<file path="config.mk">
export PLATFORM = sky130hd
export DESIGN_NAME = uart_rx_ctrl
export DESIGN_NICKNAME = d
export VERILOG_FILES = /design/src/rtl/uart_rx_ctrl.sv
export SDC_FILE = /design/constraint.sdc
export NUM_CORES = 1
export LEC_CHECK = 0
export CAP_MARGIN = 40
export CORE_ASPECT_RATIO = 2
export CORE_MARGIN = 5
export CORE_UTILIZATION = 50
export CTS_BUF_LIST = sky130_fd_sc_hd__clkbuf_4 sky130_fd_sc_hd__clkbuf_8 sky130_fd_sc_hd__clkbuf_16
export DETAILED_ROUTE_END_ITERATION = 10
export GPL_TIMING_DRIVEN = 0
export PLACE_DENSITY_LB_ADDON = 0.1
export SLEW_MARGIN = 10
export SYNTH_ARGS = -nofsm -noshare
export SYNTH_HDL_FRONTEND = slang
export SYNTH_SLANG_ARGS = --single-unit
</file>
<file path="constraint.sdc">
create_clock -name clk_i -period 5.7 [get_ports clk_i]
set_input_delay 0.57 -clock clk_i [delete_from_list [all_inputs] [get_ports clk_i]]
set_output_delay 0.57 -clock clk_i [all_outputs]
set_load 0.02 [all_outputs]
</file>
<file path="src/rtl/uart_rx_ctrl.sv">
// uart_rx_ctrl: control wrapper around a UART receiver.
// Owns the applied RX configuration, stages config writes until the line is idle,
// watches frame activity, buffers received bytes in a FWFT FIFO with a valid/ready
// output and flags overrun, broken frames and end-of-burst idle.
module uart_rx_ctrl #(
  parameter int unsigned BusWidth   = 8,
  parameter int unsigned FIFO_DEPTH = 4,
  parameter int unsigned IDLE_BITS  = 10
) (
  input  logic                clk_i,
  input  logic                rst_n_i,
  input  logic                cfg_wr_i,
  input  logic [4:0]          cfg_prescale_i,
  input  logic                cfg_par_en_i,
  input  logic                cfg_par_typ_i,
  output logic                cfg_busy_o,
  input  logic                rx_in_i,
  input  logic [BusWidth-1:0] rx_p_data_i,
  input  logic                rx_data_valid_i,
  output logic [4:0]          prescale_o,
  output logic                par_en_o,
  output logic                par_typ_o,
  output logic [BusWidth-1:0] out_data_o,
  output logic                out_valid_o,
  input  logic                out_ready_i,
  output logic                overrun_o,
  input  logic                ovr_clr_i,
  output logic                line_err_o,
  output logic                frame_timeout_o
);

  localparam int unsigned PreW  = 5;
  localparam int unsigned WdogW = 9;
  localparam int unsigned IdleW = 16;
  localparam int unsigned AddrW = $clog2(FIFO_DEPTH);
  localparam int unsigned PtrW  = AddrW + 1;

  typedef struct packed {
    logic [PreW-1:0] prescale;
    logic            par_en;
    logic            par_typ;
  } cfg_t;

  typedef enum logic [1:0] {
    ST_IDLE  = 2'd0,
    ST_FRAME = 2'd1,
    ST_APPLY = 2'd2
  } state_e;

  localparam cfg_t CfgReset = '{prescale: PreW'(8), par_en: 1'b1, par_typ: 1'b0};

  // Control state
  state_e           state_q;
  cfg_t             shadow_q;
  cfg_t             applied_q;
  logic             busy_q;
  logic [WdogW-1:0] wdog_q;
  logic [IdleW-1:0] idle_cnt_q;
  logic             got_byte_q;
  logic             line_err_q;
  logic             frame_to_q;

  // FIFO state
  logic [BusWidth-1:0] mem_q [FIFO_DEPTH];
  logic [PtrW-1:0]     wr_ptr_q;
  logic [PtrW-1:0]     rd_ptr_q;
  logic [PtrW-1:0]     wr_ptr_d;
  logic [PtrW-1:0]     rd_ptr_d;
  logic                out_valid_q;
  logic [BusWidth-1:0] out_data_q;
  logic [BusWidth-1:0] head_d;
  logic                overrun_q;

  // Combinational helpers
  logic             cfg_legal;
  cfg_t             cfg_req;
  logic [IdleW-1:0] frame_lim;
  logic [IdleW-1:0] idle_lim;
  logic [PtrW-1:0]  fifo_cnt;
  logic             fifo_full;
  logic             pop;
  logic             push;
  logic             drop;
  logic [AddrW-1:0] head_idx;

  assign cfg_legal = cfg_wr_i && ((cfg_prescale_i == PreW'(8)) || (cfg_prescale_i == PreW'(16)));
  assign cfg_req   = '{prescale: cfg_prescale_i, par_en: cfg_par_en_i, par_typ: cfg_par_typ_i};

  // Watchdog limit: start + data + optional parity + stop + one spare bit-time, minus one
  assign frame_lim = IdleW'((IdleW'(BusWidth) + IdleW'(3) + IdleW'(applied_q.par_en))
                            * IdleW'(applied_q.prescale) - IdleW'(1));
  assign idle_lim  = IdleW'(IdleW'(IDLE_BITS) * IdleW'(applied_q.prescale) - IdleW'(1));

  assign fifo_cnt  = PtrW'(wr_ptr_q - rd_ptr_q);
  assign fifo_full = (fifo_cnt == PtrW'(FIFO_DEPTH));
  assign pop       = out_valid_q && out_ready_i;
  assign push      = rx_data_valid_i && (!fifo_full || pop);
  assign drop      = rx_data_valid_i && fifo_full && !pop;

  // Next FIFO pointers and the head byte to present after this cycle's push/pop
  always_comb begin
    wr_ptr_d = wr_ptr_q;
    rd_ptr_d = rd_ptr_q;
    if (push) wr_ptr_d = PtrW'(wr_ptr_q + PtrW'(1));
    if (pop)  rd_ptr_d = PtrW'(rd_ptr_q + PtrW'(1));
    head_idx = rd_ptr_d[AddrW-1:0];
    head_d   = mem_q[head_idx];
    if (push && (head_idx == wr_ptr_q[AddrW-1:0])) head_d = rx_p_data_i;
    if (wr_ptr_d == rd_ptr_d) head_d = '0;
  end

  // Control FSM with config staging, watchdog, idle counter and event pulses
  always_ff @(posedge clk_i) begin
    if (!rst_n_i) begin
      state_q    <= ST_IDLE;
      shadow_q   <= CfgReset;
      applied_q  <= CfgReset;
      busy_q     <= 1'b0;
      wdog_q     <= '0;
      idle_cnt_q <= '0;
      got_byte_q <= 1'b0;
      line_err_q <= 1'b0;
      frame_to_q <= 1'b0;
    end else begin
      line_err_q <= 1'b0;
      frame_to_q <= 1'b0;

      if (!rx_in_i) begin
        idle_cnt_q <= '0;
      end else if ((state_q == ST_IDLE) && (idle_cnt_q != '1)) begin
        idle_cnt_q <= IdleW'(idle_cnt_q + IdleW'(1));
      end

      if (cfg_legal) begin
        shadow_q <= cfg_req;
        busy_q   <= 1'b1;
      end

      // End-of-burst idle fires once per burst; a new byte in the same cycle re-arms it
      if (rx_in_i && got_byte_q && (idle_cnt_q == idle_lim)) begin
        frame_to_q <= 1'b1;
        got_byte_q <= 1'b0;
      end
      if (rx_data_valid_i) got_byte_q <= 1'b1;

      case (state_q)
        ST_IDLE: begin
          if (!rx_in_i) begin
            state_q <= ST_FRAME;
            wdog_q  <= '0;
          end else if (busy_q && (idle_cnt_q >= IdleW'(applied_q.prescale))) begin
            state_q <= ST_APPLY;
          end
        end
        ST_FRAME: begin
          if (rx_data_valid_i) begin
            state_q <= ST_IDLE;
          end else if (IdleW'(wdog_q) == frame_lim) begin
            state_q    <= ST_IDLE;
            line_err_q <= 1'b1;
          end else if (wdog_q != '1) begin
            wdog_q <= WdogW'(wdog_q + WdogW'(1));
          end
        end
        ST_APPLY: begin
          applied_q <= shadow_q;
          if (!cfg_legal) busy_q <= 1'b0;
          state_q <= ST_IDLE;
        end
        default: state_q <= ST_IDLE;
      endcase
    end
  end

  // FIFO storage; stale entries are harmless because pointers define occupancy
  always_ff @(posedge clk_i) begin
    if (push) mem_q[wr_ptr_q[AddrW-1:0]] <= rx_p_data_i;
  end

  // FIFO pointers, registered head/valid and sticky overrun
  always_ff @(posedge clk_i) begin
    if (!rst_n_i) begin
      wr_ptr_q    <= '0;
      rd_ptr_q    <= '0;
      out_valid_q <= 1'b0;
      out_data_q  <= '0;
      overrun_q   <= 1'b0;
    end else begin
      wr_ptr_q    <= wr_ptr_d;
      rd_ptr_q    <= rd_ptr_d;
      out_valid_q <= (wr_ptr_d != rd_ptr_d);
      out_data_q  <= head_d;
      if (drop) begin
        overrun_q <= 1'b1;
      end else if (ovr_clr_i) begin
        overrun_q <= 1'b0;
      end
    end
  end

  assign cfg_busy_o      = busy_q;
  assign prescale_o      = applied_q.prescale;
  assign par_en_o        = applied_q.par_en;
  assign par_typ_o       = applied_q.par_typ;
  assign out_data_o      = out_data_q;
  assign out_valid_o     = out_valid_q;
  assign overrun_o       = overrun_q;
  assign line_err_o      = line_err_q;
  assign frame_timeout_o = frame_to_q;

endmodule
</file>
-- Yosys cells after proc, flatten, opt, wreduce, memory -nomap -nowiden
Memory sizes are Yosys's and may differ from the RTL's. A register that Yosys moved wholly into a read port is not among the register bits.
Index checks and enable logic that the tools add are counted.
- $add $sub $neg: 8
- multipliers: 2
- div/mod/pow operators: 0
- order comparisons: 1
- equality and inequality tests: 17
- shift-type cells: 0
- multiplexer cells: 23
- bitwise operators: 2
- reductions and logical operators: 22
- operators by type and width (kind ; count):
    9-bit 2-to-1 mux ; 4
    9-bit one-hot mux with 2 select lines ; 1
    16-bit by 1-bit adder with 16-bit output, second input constant ; 1
    16-bit equality test ; 1
    9-bit by 16-bit equality test with 1-bit output ; 1
    16-bit by 5-bit greater-or-equal comparator with 1-bit output ; 1
    16-bit inequality test, second input constant ; 1
    1-bit 2-to-1 mux ; 11
    10-bit by 1-bit subtractor with 11-bit output, second input constant ; 1
    5-bit by 5-bit multiplier with 10-bit output ; 1
    9-bit by 1-bit subtractor with 10-bit output, second input constant ; 1
    9-bit by 1-bit adder with 9-bit output, second input constant ; 1
    1-bit logical AND ; 9
    9-bit inequality test, second input constant ; 1
    3-bit by 5-bit multiplier with 8-bit output, first input constant ; 1
    2-bit 2-to-1 mux ; 4
    2-bit inequality test, second input constant ; 4
    3-bit by 1-bit adder with 3-bit output, second input constant ; 2
    3-bit 2-to-1 mux ; 2
    2-bit nonzero test ; 3
    4-bit by 1-bit adder with 5-bit output, first input constant ; 1
    5-bit by 4-bit equality test with 1-bit output, second input constant ; 1
    5-bit equality test, second input constant ; 1
    5-bit AND reduction ; 1
    other kinds (16) ; 20
- flip-flop bits (word level): 53
- latch bits: 0
- bits in writable memories: 32
- memory bits (read-only): 0
- bits of input ports: 22
- logic and storage cells: 93
- memories: 1
- memory list (name ; depth ; width ; read ports ; clocked after Yosys merged registers in ; write ports ; RTL line ; source):
    mem_q ; 4 ; 8 ; 1 ; 1 ; 1 ; 64 ; logic [BusWidth-1:0] mem_q [FIFO_DEPTH];

-- Depth between registers and ports, before layout
- depth after elaboration: 8
- depth in mapped cells: 18
- gate-level depth less buffers: 17

-- Worst setup path after synthesis
OpenSTA, ideal clock, no wires.
- kind: register to register
- start: reg applied_q, in the netlist prescale_o[1]
- end: reg wdog_q[7]
- data arrival time: 4155 ps
- data required time: 5585 ps
- slack: 1431 ps
- cell stages (with the launch flop): 19
- path buffers: 1
- cells stage by stage: dfxtp_1 inv_1 nor2_1 inv_1 fa_1 inv_1 fa_1 inv_1 ha_1 inv_1 fa_1 xnor2_1 a211oi_1 o2111ai_1 nand4b_1 o41ai_4 buf_6 nor4_1 o21a_1
- word-level cells in the longest chain between the ends: 5
- RTL lines (element ; RTL line ; source):
    from (decl) ; 55 ; cfg_t applied_q;
    from (signal assigned) ; 117 ; applied_q <= CfgReset;
    from (signal assigned) ; 166 ; applied_q <= shadow_q;
    5-bit by 5-bit multiplier with 10-bit output ; 91 ; * IdleW'(applied_q.prescale) - IdleW'(1));
    10-bit by 1-bit subtractor with 11-bit output ; 91 ;
    9-bit by 16-bit equality test with 1-bit output ; 158 ; end else if (IdleW'(wdog_q) == frame_lim) begin
    2-bit inequality test (no source line) ; n/a ;
    5-bit AND reduction (no source line) ; n/a ;
    to (signal assigned) ; 162 ; wdog_q <= WdogW'(wdog_q + WdogW'(1));
    to (decl) ; 57 ; logic [WdogW-1:0] wdog_q;
Every way passes these cells.
A chain may end at the register's enable or synchronous reset.

-- Worst setup path after layout
Ends and elaborated chain as after synthesis.

==> out/metrics.yaml <==
floorplanning:
  fp.coreArea_um2: 10900
  io_pins: 42
  die_height_um: 159
  fp.dieW_um: 84.7
  start_util_pct: 50.9
  rows: 54
  dieArea_um2: 13500
hold_path:
  hold_depth: 2
  hold_class: "flip-flop to flip-flop"
  min-delay-start: "shadow_q[0]$_SDFFE_PN0P_"
final_layout:
  drive_above_1_share_pct: 5.10
  layout.nets: 713
  area_delta_synth_final_pct: 16.0
  most-common-layout-cells: "nand2_1, dfxtp_1, inv_1"
  final_common_cell: "nand2_1"
  multi_input_area_um2: 3140
  regArea_um2: 2180
  final_area_um2: 6470
  fill_cells: 988
  antennaDiodeCount: 0
synth:
  async_reset_ff_share_pct: 0
  ys_seq_area_share_pct: 39.1
  synth_area_um2: 5570
  synth_edf_count: 32
  synth-seq-cells: 93
  yosysWarnings: 0
  synthFlopType: "dfxtp_1"
  synth_cells: 590
  syn_area_per_cell_um2: 9.45
  synth_nets: 661
  yosys.cell_types.count: 64
cts:
  clockRootBuffer: "clkbuf_16"
  clock_latency_ns: 0.34
  clk_pin_slew_ns: 0.07
  cts_buffers: 9
  cts_buffer_depth: 2
  cts_hold_buf: 0
  cts_tree: "built"
  cts_setup_buffers: 0
  cts_sinks: 93
  htreeDepth: 3
  cts-resized-gates: 0
route:
  num_vias: 4504
  drt_iter0_drc: 243
  finalWirelength_um: 13800
  first_pass_iters: 4
  viasPerCell: 5.72
  detail-route-antenna-nets: 0
  drcViolationCount: 0
  post_drt_wl_per_cell_um: 17.6
timing:
  skew_ns: 0.00783
  rsz0062_at_grt: "no"
  worst_slew_margin_rel_pct: 47.9
  setup-tns-final_ns: 0
  layout_min_cycle_time_ns: 4.72
  report.final.hold_viol_count: 0
  setup-violations-final: 0
  timing.fmax_mhz: 212
  min_period_over_period_pct: 82.8
  tightest_slew_ns: 0.779
  timing_max_transition_violations_final: 0
power:
  power_w: 0.00166
  p_leak_nw: 2.59
  ir_worst_vdd_mv: 0.207
  powerDensity_nw_per_um2: 256
run_status:
  status: "finished, final reports clean"
placed_design:
  place_congestion: 0.913
  port_buffers: 40
  post_dp_cell_area_um2: 6160
  hpwl_um: 11000
worst_setup_path:
  cp_max_fo: 10
  r2r_cells: 18
  worstSetupPathType: "flip-flop to flip-flop"
  required_ns: 5.94
  cp.arrival_ns: 4.95
  crit_path_end_kind: "flip-flop"
  start_kind: "flip-flop"
  timing.rr.start: "prescale_o[1]$_SDFFE_PN0N_"
  crit_path_start: "prescale_o[1]$_SDFFE_PN0N_"
global_route:
  first_global_vias: 4619
  grt_overflow_total: 0
  grt_pass1_wl_um: 22400
  grt_max_degree: 19
  antenna_found_initial: 0
  globalRouteTotalUtil_pct: 20.9
flow_run:
  maxCapViolCount: 0
==> power by group <==
part           total [W]  leakage, nW  switching [W]  internal, W
combinational   0.000298         1.65       0.000173     0.000125
sequential      0.000749        0.788      0.0000188     0.000730
clock           0.000610        0.150       0.000277     0.000333
==> kinds of logic after synthesis <==
| kind of cell | synth area share (%) |
|---|---|
| AND/OR/NAND/NOR | 20.0 |
| AO/OA/AOI/OAI | 13.3 |
| flip-flops | 39.1 |
| buffers and inverters | 4.60 |
| XOR/XNOR | 8.31 |
| adder cells (fa/ha/maj) | 12.1 |
| multiplexers | 2.51 |
==> registers in the layout, indices dropped and copies added (netlist names) <==
signal,flops
mem_q,32
shadow_q,7
frame_timeout_o,1
idle_cnt_q,16
got_byte_q,1
out_valid_o,1
overrun_o,1
out_data_o,8
wr_ptr_q,3
wdog_q,9
par_typ_o,1
line_err_o,1
par_en_o,1
cfg_busy_o,1
prescale_o,5
rd_ptr_q,3
state_q,2
==> layout make-up <==
cell class | instances | area share [%]
inverter | 42 | 2.44
timing repair buffer | 41 | 6.31
buffer | 21 | 1.53
multi-input combinational | 434 | 48.5
tap | 140 | 2.71
clock inverter | 6 | 0.948
sequential | 93 | 33.7
clock buffer | 10 | 3.87
==> cells in the mapped netlist, drive strengths merged (3+ instances only) <==
library cell | instances | area share (%)
nor2b | 11 | 1.2
or2 | 5 | 0.56
nand4 | 9 | 1.0
xor2 | 20 | 3.1
fa | 8 | 2.9
a21boi | 8 | 1.1
nor4 | 7 | 0.90
dfxtp | 61 | 22
ha | 41 | 9.2
a211oi | 10 | 1.3
o21ai | 13 | 1.4
and3 | 14 | 1.6
mux2i | 14 | 2.5
o31ai | 8 | 1.1
nand2 | 63 | 4.2
edfxtp | 32 | 17
a21oi | 14 | 1.3
xnor2 | 32 | 5.2
nand3 | 22 | 2.1
o22ai | 4 | 0.45
inv | 42 | 2.8
clkbuf | 15 | 1.0
a31oi | 9 | 1.0
and2 | 14 | 1.6
nor3 | 9 | 0.81
or3 | 3 | 0.34
nor4b | 3 | 0.47
a21o | 4 | 0.54
nand2b | 6 | 0.67
o211ai | 7 | 0.94
buf | 6 | 0.76
o21a | 6 | 0.81
nor2 | 38 | 2.6
or4 | 7 | 1.0
==> worst paths after layout <==
check                                              end  slack, ns
worst min register to register  par_typ_o$_SDFFE_PN0N_       0.46
worst min-delay path            par_typ_o$_SDFFE_PN0N_       0.46
worst max-delay path            wdog_q[7]$_SDFFE_PN0P_       0.98
worst max register to register  wdog_q[7]$_SDFFE_PN0P_       0.98
==> critical path, cell delays in order (launching register included) <==
cell and delay, ns:
dfxtp_1 0.57, inv_1 0.14, nor2_1 0.21, inv_1 0.09, fa_1 0.59, inv_1 0.07, fa_1 0.45, inv_1 0.07
ha_1 0.17, inv_1 0.06, fa_1 0.40, nor2b_1 0.27, o31a_1 0.24, o21ai_4 0.09, xnor2_2 0.18, o41ai_4 0.57
buf_6 0.21, nor4_1 0.06, o21a_1 0.17
==> metrics by stage <==
| stage | worst slack, ns | util [%] | cells | hold WS (ns) |
|---|---|---|---|---|
| floorplan | 1.43 | - | 590 | 0.436 |
| global placement | 1.05 | 56.2 | 770 | 0.453 |
| detailed placement | 0.994 | 56.3 | 771 | 0.464 |
| CTS | 0.972 | 59.1 | 787 | 0.474 |
| global route | 0.708 | 59.1 | 787 | 0.502 |
| finish | 0.982 | 59.1 | 787 | 0.464 |
==> layer usage <==
layer / global-route usage (%) / vias to the layer above / wire length [um]
met5: 0 / - / 0
met4: 13.6 / 0 / 861
met3: 1.55 / 54 / 312
met2: 40.7 / 128 / 7780
met1: 20.1 / 2125 / 4870
li1: - / 2197 / -
(Power assumes the default switching activity.)
